`src/rtl/wsp_driver_pkg.sv`:
```
// Shared definitions for the wrapper serial port driver: controller states,
// default scan width and the 3-bit WIR instruction codes.
package wsp_driver_pkg;

    localparam int DR_MAX_DEFAULT = 32;

    typedef enum logic [2:0] {
        IDLE    = 3'd0,
        CAPTURE = 3'd1,
        SHIFT   = 3'd2,
        UPDATE  = 3'd3,
        DONE    = 3'd4
    } wsp_state_e;

    // All-zero instruction selects the one-bit bypass register.
    localparam logic [2:0] WIR_BYPASS  = 3'b000;
    localparam logic [2:0] WIR_EXTEST  = 3'b001;
    localparam logic [2:0] WIR_INTEST  = 3'b010;
    localparam logic [2:0] WIR_SAMPLE  = 3'b011;
    localparam logic [2:0] WIR_PRELOAD = 3'b100;

    // Limit a requested shift length to the widest scannable register.
    function automatic logic [31:0] clamp_len(input logic [5:0]  len,
                                              input logic [31:0] max_len);
        logic [31:0] len_ext;
        len_ext = {26'd0, len};
        if (len_ext > max_len) begin
            clamp_len = max_len;
        end else begin
            clamp_len = len_ext;
        end
    endfunction

endpackage

```
`src/rtl/wsp_driver_shifter.sv`:
```
// wsp_shifter: parallel-load, LSB-out shift register; with WSP_READBACK_EN it
// also gathers serial return bits by position into cap_data.
module wsp_shifter #(
    parameter int W  = 32,
    parameter int IW = 6
) (
    input  logic          clk,
    input  logic          rst_n,
    input  logic          load,
    input  logic [W-1:0]  load_data,
    input  logic          shift_en,
    output logic          sout,
    input  logic          cap_clr,
    input  logic          cap_en,
    input  logic [IW-1:0] cap_idx,
    input  logic          cap_in,
    output logic [W-1:0]  cap_data
);

    logic [W-1:0] sr_r;

    // Outgoing data register: load on request, shift toward bit 0 while scanning.
    always_ff @(posedge clk or negedge rst_n) begin
        if (!rst_n) begin
            sr_r <= '0;
        end else if (load) begin
            sr_r <= load_data;
        end else if (shift_en) begin
            sr_r <= {1'b0, sr_r[W-1:1]};
        end else begin
            sr_r <= sr_r;
        end
    end

    assign sout = sr_r[0];

`ifdef WSP_READBACK_EN
    logic [W-1:0] cap_r;
    logic [W-1:0] cap_bit_s;

    assign cap_bit_s = {{(W-1){1'b0}}, cap_in} << cap_idx;

    // Readback register: cleared per operation, then written one position per shift.
    always_ff @(posedge clk or negedge rst_n) begin
        if (!rst_n) begin
            cap_r <= '0;
        end else if (cap_clr) begin
            cap_r <= '0;
        end else if (cap_en) begin
            cap_r <= cap_r | cap_bit_s;
        end else begin
            cap_r <= cap_r;
        end
    end

    assign cap_data = cap_r;
`else
    logic unused_cap_s;
    assign unused_cap_s = ^{cap_clr, cap_en, cap_idx, cap_in};
    assign cap_data     = '0;
`endif

endmodule

```
`src/rtl/wsp_driver.sv`:
```
// Wrapper serial port driver: runs one CAPTURE/SHIFT/UPDATE scan of the WIR or
// selected WDR per start request. Define WSP_READBACK_EN to collect WSO into data_out.
module wsp_driver
    import wsp_driver_pkg::*;
#(
    parameter int DR_MAX = DR_MAX_DEFAULT
) (
    input  logic              WRCK,
    input  logic              WRSTN,
    input  logic              start,
    input  logic              is_ir,
    input  logic [5:0]        shift_len,
    input  logic [DR_MAX-1:0] data_in,
    input  logic              WSO,
    output logic              SelectWIR,
    output logic              CaptureWR,
    output logic              ShiftWR,
    output logic              UpdateWR,
    output logic              WSI,
    output logic              busy,
    output logic              done,
    output logic [DR_MAX-1:0] data_out
);

    localparam int          CW       = $clog2(DR_MAX + 1);
    localparam logic [31:0] DR_MAX_U = 32'(DR_MAX);

    wsp_state_e    state_r;
    wsp_state_e    next_s;
    logic [CW-1:0] cnt_r;
    logic [CW-1:0] eff_len_r;
    logic [CW-1:0] eff_len_s;
    logic [CW-1:0] shift_idx_s;
    logic          ir_r;
    logic          start_op_s;
    logic          shift_next_s;
    logic          sel_active_s;
    logic          sel_val_s;
    logic          sr_bit_s;

    assign eff_len_s    = CW'(clamp_len(shift_len, DR_MAX_U));
    assign start_op_s   = (state_r == IDLE) && start;
    assign shift_next_s = (next_s == SHIFT);
    assign shift_idx_s  = eff_len_r - cnt_r;

    // Next-state decode; the counter holds the shifts still to go, so 1 means last.
    always_comb begin
        next_s = state_r;
        case (state_r)
            IDLE: begin
                if (start) begin
                    next_s = CAPTURE;
                end else begin
                    next_s = IDLE;
                end
            end
            CAPTURE: begin
                if (cnt_r == {CW{1'b0}}) begin
                    next_s = UPDATE;
                end else begin
                    next_s = SHIFT;
                end
            end
            SHIFT: begin
                if (cnt_r == CW'(1)) begin
                    next_s = UPDATE;
                end else begin
                    next_s = SHIFT;
                end
            end
            UPDATE:  next_s = DONE;
            DONE:    next_s = IDLE;
            default: next_s = IDLE;
        endcase
    end

    // Select value for the upcoming cycle: fresh request value on entry, latched after.
    always_comb begin
        sel_active_s = 1'b0;
        sel_val_s    = ir_r;
        if (start_op_s) begin
            sel_val_s = is_ir;
        end else begin
            sel_val_s = ir_r;
        end
        case (next_s)
            CAPTURE, SHIFT, UPDATE: sel_active_s = 1'b1;
            default:                sel_active_s = 1'b0;
        endcase
    end

    // State register, shift counter and per-operation request latches.
    always_ff @(posedge WRCK or negedge WRSTN) begin
        if (!WRSTN) begin
            state_r   <= IDLE;
            cnt_r     <= {CW{1'b0}};
            eff_len_r <= {CW{1'b0}};
            ir_r      <= 1'b0;
        end else begin
            state_r <= next_s;
            if (start_op_s) begin
                cnt_r     <= eff_len_s;
                eff_len_r <= eff_len_s;
                ir_r      <= is_ir;
            end else if (state_r == SHIFT) begin
                cnt_r <= cnt_r - CW'(1);
            end else begin
                cnt_r <= cnt_r;
            end
        end
    end

    // Port outputs are registered from the next state so they line up with it.
    always_ff @(posedge WRCK or negedge WRSTN) begin
        if (!WRSTN) begin
            SelectWIR <= 1'b0;
            CaptureWR <= 1'b0;
            ShiftWR   <= 1'b0;
            UpdateWR  <= 1'b0;
            WSI       <= 1'b0;
            busy      <= 1'b0;
            done      <= 1'b0;
        end else begin
            SelectWIR <= sel_active_s & sel_val_s;
            CaptureWR <= (next_s == CAPTURE);
            ShiftWR   <= shift_next_s;
            UpdateWR  <= (next_s == UPDATE);
            WSI       <= shift_next_s & sr_bit_s;
            busy      <= (next_s != IDLE);
            done      <= (next_s == DONE);
        end
    end

    wsp_shifter #(
        .W  (DR_MAX),
        .IW (CW)
    ) u_shifter (
        .clk       (WRCK),
        .rst_n     (WRSTN),
        .load      (start_op_s),
        .load_data (data_in),
        .shift_en  (shift_next_s),
        .sout      (sr_bit_s),
        .cap_clr   (start_op_s),
        .cap_en    (state_r == SHIFT),
        .cap_idx   (shift_idx_s),
        .cap_in    (WSO),
        .cap_data  (data_out)
    );

endmodule

```
`config.mk`:
```
export PLATFORM = sky130hd
export DESIGN_NAME = wsp_driver
export DESIGN_NICKNAME = d
export VERILOG_FILES = /design/src/rtl/wsp_driver_pkg.sv /design/src/rtl/wsp_driver_shifter.sv /design/src/rtl/wsp_driver.sv
export SDC_FILE = /design/constraint.sdc
export NUM_CORES = 1
export LEC_CHECK = 0
export BUFFER_PORTS_ARGS = -buffer_cell sky130_fd_sc_hd__buf_2
export CAP_MARGIN = 15
export CORE_MARGIN = 3
export CORE_UTILIZATION = 25
export DETAILED_ROUTE_END_ITERATION = 6
export PLACE_DENSITY = 0.48
export REMOVE_ABC_BUFFERS = 1
export SLEW_MARGIN = 20
export SYNTH_ARGS = -nofsm -noshare
export SYNTH_HDL_FRONTEND = slang
export SYNTH_HIERARCHICAL = 1
export SYNTH_SLANG_ARGS = --single-unit
export TNS_END_PERCENT = 30
```
`constraint.sdc`:
```
create_clock -name WRCK -period 2.3 [get_ports WRCK]
set_clock_uncertainty 0.2 [all_clocks]
set_input_delay 0.46 -clock WRCK [delete_from_list [all_inputs] [get_ports WRCK]]
set_output_delay 0.46 -clock WRCK [all_outputs]
set_load 0.02 [all_outputs]
```
# Yosys cells after proc, flatten, opt, wreduce, memory -nomap -nowiden
# Index checks and enable logic that the tools add are counted.
# word_totals
output_inout_bits	39
ramBits	0
romBits	0
latchBits	0
word_cells	41
input_bits	43
regBits	49
mem_count	0
# op_classes
n_bitwise	2
shifts	0
n_mux	11
add_sub_neg	1
n_lt_le_gt_ge	1
n_div	0
reduce_logical	7
n_eq_ne	8
n_mul	0
# op_table
cell	n
$mux 32	2
$mux 6	3
$eq 3x2->1 const B	4
$pmux 3 s4	1
$eq 3x1->1 const B	2
$eq 6x1->1 const B	1
$gt 6x6->1 const B	1
$logic_not 6->1	1
$sub 6x1->6 const B	1
$mux 1	5
$reduce_bool 2->1	2
$eq 3x3->1 const B	1
$logic_not 3->1	1
$reduce_bool 3->1	1
$reduce_or 3->1	1
$and 1x1->1	2
$logic_and 1x1->1	1

# Depth between registers and ports, before layout
# logic_depth
ltp_word	7
ltp_mapped	9
ltp_nobuf	7

# Hierarchy
# Netlist, hierarchy kept.
# modules_own_cells
mod	cells_each	area_per_inst_um2	instances	seq_area_each_um2
wsp_shifter	172	1759.2	1	800.8
wsp_driver	125	1232.4	1	575.6

# Worst setup path after synthesis
# OpenSTA, ideal clock, no wires.
# synth_timing
path_type	register to register
start	reg cnt_r[4]
end	reg u_shifter.sr_r[6]
path_buffers	2
path_stages_with_launch	8
required_time_ns	1.980
synth_period_minus_slack_ns	2.113
arrival_time_ns	1.793
setup_ns	0.120
path_slack_ns	0.187
path_cell_list	dfrtp_1 or4_4 a211oi_4 nor2_1 buf_6 buf_12 mux2i_1 o21ai_2
# synth_between
elab_chain_cells	5
elab_cells_between_ends	7
classes_between	eq/ne: 2; mux: 3; reduce/logical: 2
# synth_rtl
element	line_no	source
start, declared	wsp_driver.sv:30	logic [CW-1:0] cnt_r;
start signal, assigned	wsp_driver.sv:96	cnt_r <= {CW{1'b0}};
start signal, assigned	wsp_driver.sv:102	cnt_r <= eff_len_s;
start signal, assigned	wsp_driver.sv:106	cnt_r <= cnt_r - CW'(1);
$eq 6x1->1 or $logic_not 6->1 (tied branches)	wsp_driver.sv:65, wsp_driver.sv:58	
$mux 1, on equally long branches	wsp_driver.sv:65, wsp_driver.sv:58	
$pmux 3 s4 (*)	wsp_driver.sv:49	case (state_r)
$eq 3x2->1 (*)	wsp_driver.sv:43	assign shift_next_s = (next_s == SHIFT);
via shift_next_s	wsp_driver.sv:36	logic shift_next_s;
$reduce_bool 2->1 (no line) (*)	--	
end signal, assigned	wsp_driver_shifter.sv:27	sr_r <= load_data;
end signal, assigned	wsp_driver_shifter.sv:29	sr_r <= {1'b0, sr_r[W-1:1]};
end signal, assigned	wsp_driver_shifter.sv:31	sr_r <= sr_r;
end, declared	wsp_driver_shifter.sv:20	logic [W-1:0] sr_r;
# Mark *: on every way through the listed nets, which the timed path passes. The rest lies on a longest branch.
# A chain may end at the register's enable or synchronous reset.

# Worst setup path after layout
# layout_timing
start	reg cnt_r[4]
end	reg u_shifter.sr_r[15]
# The elaborated chain is that of the path after synthesis.

==> metrics list <==
* Number of cells after detailed placement: 431
- CP Launch Type: register
- Post-Layout Cell Count: 444
- In this run, post-CTS repair resized a total of 0 instances.
* Max-capacitance violation count: 0
* Run status: finished, final reports clean
- Number of buffers added on ports: 48
- Total Power Consumption: 4.42 mW
* Gp weighted congestion: 0.737
* Power density cells: 1430 nW/um2
- Root buf cell: clkbuf_8
- Share of post-route cells with drive strength above 1: 27.3%
- The detail route stage leaves a number of antenna-violating nets equal to 0.
- Global-route wire length before repair: 8320 um
* Final design utilization: 31.2%
- In this run the core area contains 36 standard-cell rows.
- Leading cell types in the layout, fill and taps excluded: 49 x dfrtp_1, 48 x buf_2, 43 x nand2_1
- After global routing the overflow that remains totals 0.
- The clock tree synthesis step divided the H-tree into 2 levels.
- The routed design has 5100 um of wire.
* Critical path class: reg -> reg
* Mean area per synthesized cell: 10.3 um2
* Leakage: 1.49 nW
- For this design, the sink count on the clock tree is 49.
- STA puts the critical path data required time at 2.29 ns.
* Wire length on met2: 2230 um
- After detailed routing, the number of vias per cell comes to 3.99.
- Netlist area before placement: 2580 um2
- Final max-slew violation count: 0
- After layout, the worst path uses 94.3% of the clock period.
* Die Ht: 108 um
- Endpoint of the worst setup timing path: u_shifter/sr_r[15]
- STA puts the critical path data arrival time at 2.16 ns.
* Met1 Wirelength: 2460 um
- The number of global-route vias before repair came to 1709.
* CTS tree: yes
- The later pin in the worst-skew pair is clocked with a latency of 0.30 ns.
- Setup repair after global routing left no endpoint under its margin.
* Worst reg2reg path startpoint: cnt_r[4]
* Tightest Hold Check Type: in -> reg
- Counting along the longest clock path gives a buffer depth of 2.
- The final number of hold-violating endpoints was 0.
- The first detailed-routing pass ran for 4 iterations.
- Headroom to the max-slew limit: 60.9%
- DR vias: 1770
- Initial cell density of the core: 26.0%
- Number of placed I/O pins: 82
- Number of CTS-inserted buffers: 5
* Starting DRT DRC Count: 42
* Highest Clock Rate: 0.461 GHz
- The clock period could shrink to 2.17 ns.
* Total of endpoints with negative setup slack in the final report: 0
- Setup total negative slack: 0 ns
* Detail-routed net length per standard cell: 11.5 um
- Clock transition at the register clock pins on the worst setup and hold paths after CTS: 0.09 ns
- Leaving out fill and tap cells, the most frequent cell in the layout is dfrtp_1.
- Beginning of the critical path: cnt_r[4]
- The endpoint identified for the worst register-to-register timing path is u_shifter/sr_r[15].
- Crit path max fanout: 15
- All-layer global routing usage: 8.98%
- For the pin with the worst max-slew slack, the measured transition is 0.578 ns.
- In the detailed route, the total length drawn on met3 is 383 um.
- For this run, design rule violations remaining after detail routing come to 0.
- Number of antenna violations at the first check in global routing: 0
- Fill cell count: 1077
- Synthesis produced 250 cells.
- CP endpoint kind: register
* Setup slack of the worst register-to-register path: 0.13 ns
* Worst vdd rail ir drop: 0.389 mV
* Pin count of the biggest net entering global routing: 29
* Worst reg-to-reg path cell count: 6
- Horizontal extent of the die: 108 um
- Compared with the post-synthesis result, the final layout area differs by 19.7%.
- Highest routed metal layer: met4
- At the end of the flow, the number of nets in the layout was 356.
* Die Area: 11600 um2
- For this run, the number of Yosys warnings is 6.
- Post-detailed-placement half-perimeter wirelength: 3720 um
* Number of antenna repair diodes: 0
- CORE AREA: 9910 um2
## critical path, cell delays in order, from the launching register on
cell and delay, ns:
dfrtp_1 0.43, or4_4 0.54, a211oi_4 0.32, nor2_4 0.14, buf_16 0.19, mux2i_1 0.18, o21ai_1 0.07
## flip-flops by register name, indices dropped and copies added (netlist names)
name            count
CaptureWR           1
busy                1
SelectWIR           1
cnt_r               6
u_shifter/sr_r     32
state_r             3
WSI                 1
UpdateWR            1
ir_r                1
ShiftWR             1
done                1
## layout make-up
class                   instances  area (um2)  area share, %
flip-flops and latches         49        1230           39.7
repair buffers                 68         475           15.4
clock inverters                 1        30.0          0.972
multi-input cells             179        1080           34.9
clock buffers                   7        86.3           2.80
well taps                     133         166           5.39
inverters                       7        26.3          0.851
## per-stage QoR
| step | hold slack (ns) | area (um2) | worst slack (ns) |
|---|---|---|---|
| floorplan | -0.0356 | 2320 | -1.20 |
| global placement | 0.244 | 2890 | -0.202 |
| global route | 0.149 | 3090 | 0.0267 |
| detailed placement | 0.255 | 2920 | -0.0641 |
| CTS | 0.152 | 3090 | 0.0656 |
| finish | 0.162 | 3090 | 0.132 |
## power by group
| group | internal (mW) | switching [mW] |
|---|---|---|
| registers | 1.28 | 0.238 |
| logic | 1.14 | 1.13 |
| clock network | 0.355 | 0.288 |
| total | 2.77 | 1.65 |
## layer usage
layer	track usage, %	vias to the layer above
met2	14.3	66
li1	-	893
met5	0	-
met1	12.0	809
met3	2.64	2
met4	2.16	0
## worst min path at each step
stage | start | end | slack (ns) | cells past startpoint
6_report | data_in[30] | u_shifter/sr_r[30] | 0.16 | 3
5_1_grt | data_in[30] | u_shifter/sr_r[30] | 0.15 | 3
3_3_place_gp | ir_r | ir_r | 0.24 | 2
4_1_cts | data_in[30] | u_shifter/sr_r[30] | 0.15 | 3
3_5_place_dp | ir_r | ir_r | 0.26 | 2
2_1_floorplan | WRSTN | CaptureWR | -0.04 | 0
## repair_timing
action / CTS / global route
cloned: 0 / 0
setup buffers: 4 / 0
endpoints found under the hold margin: 21 / 0
pin swaps: 1 / 1
setup endpoints to repair: 15 / 2
hold buffers: 1 / 0
Power figures use the tool's default switching activity.
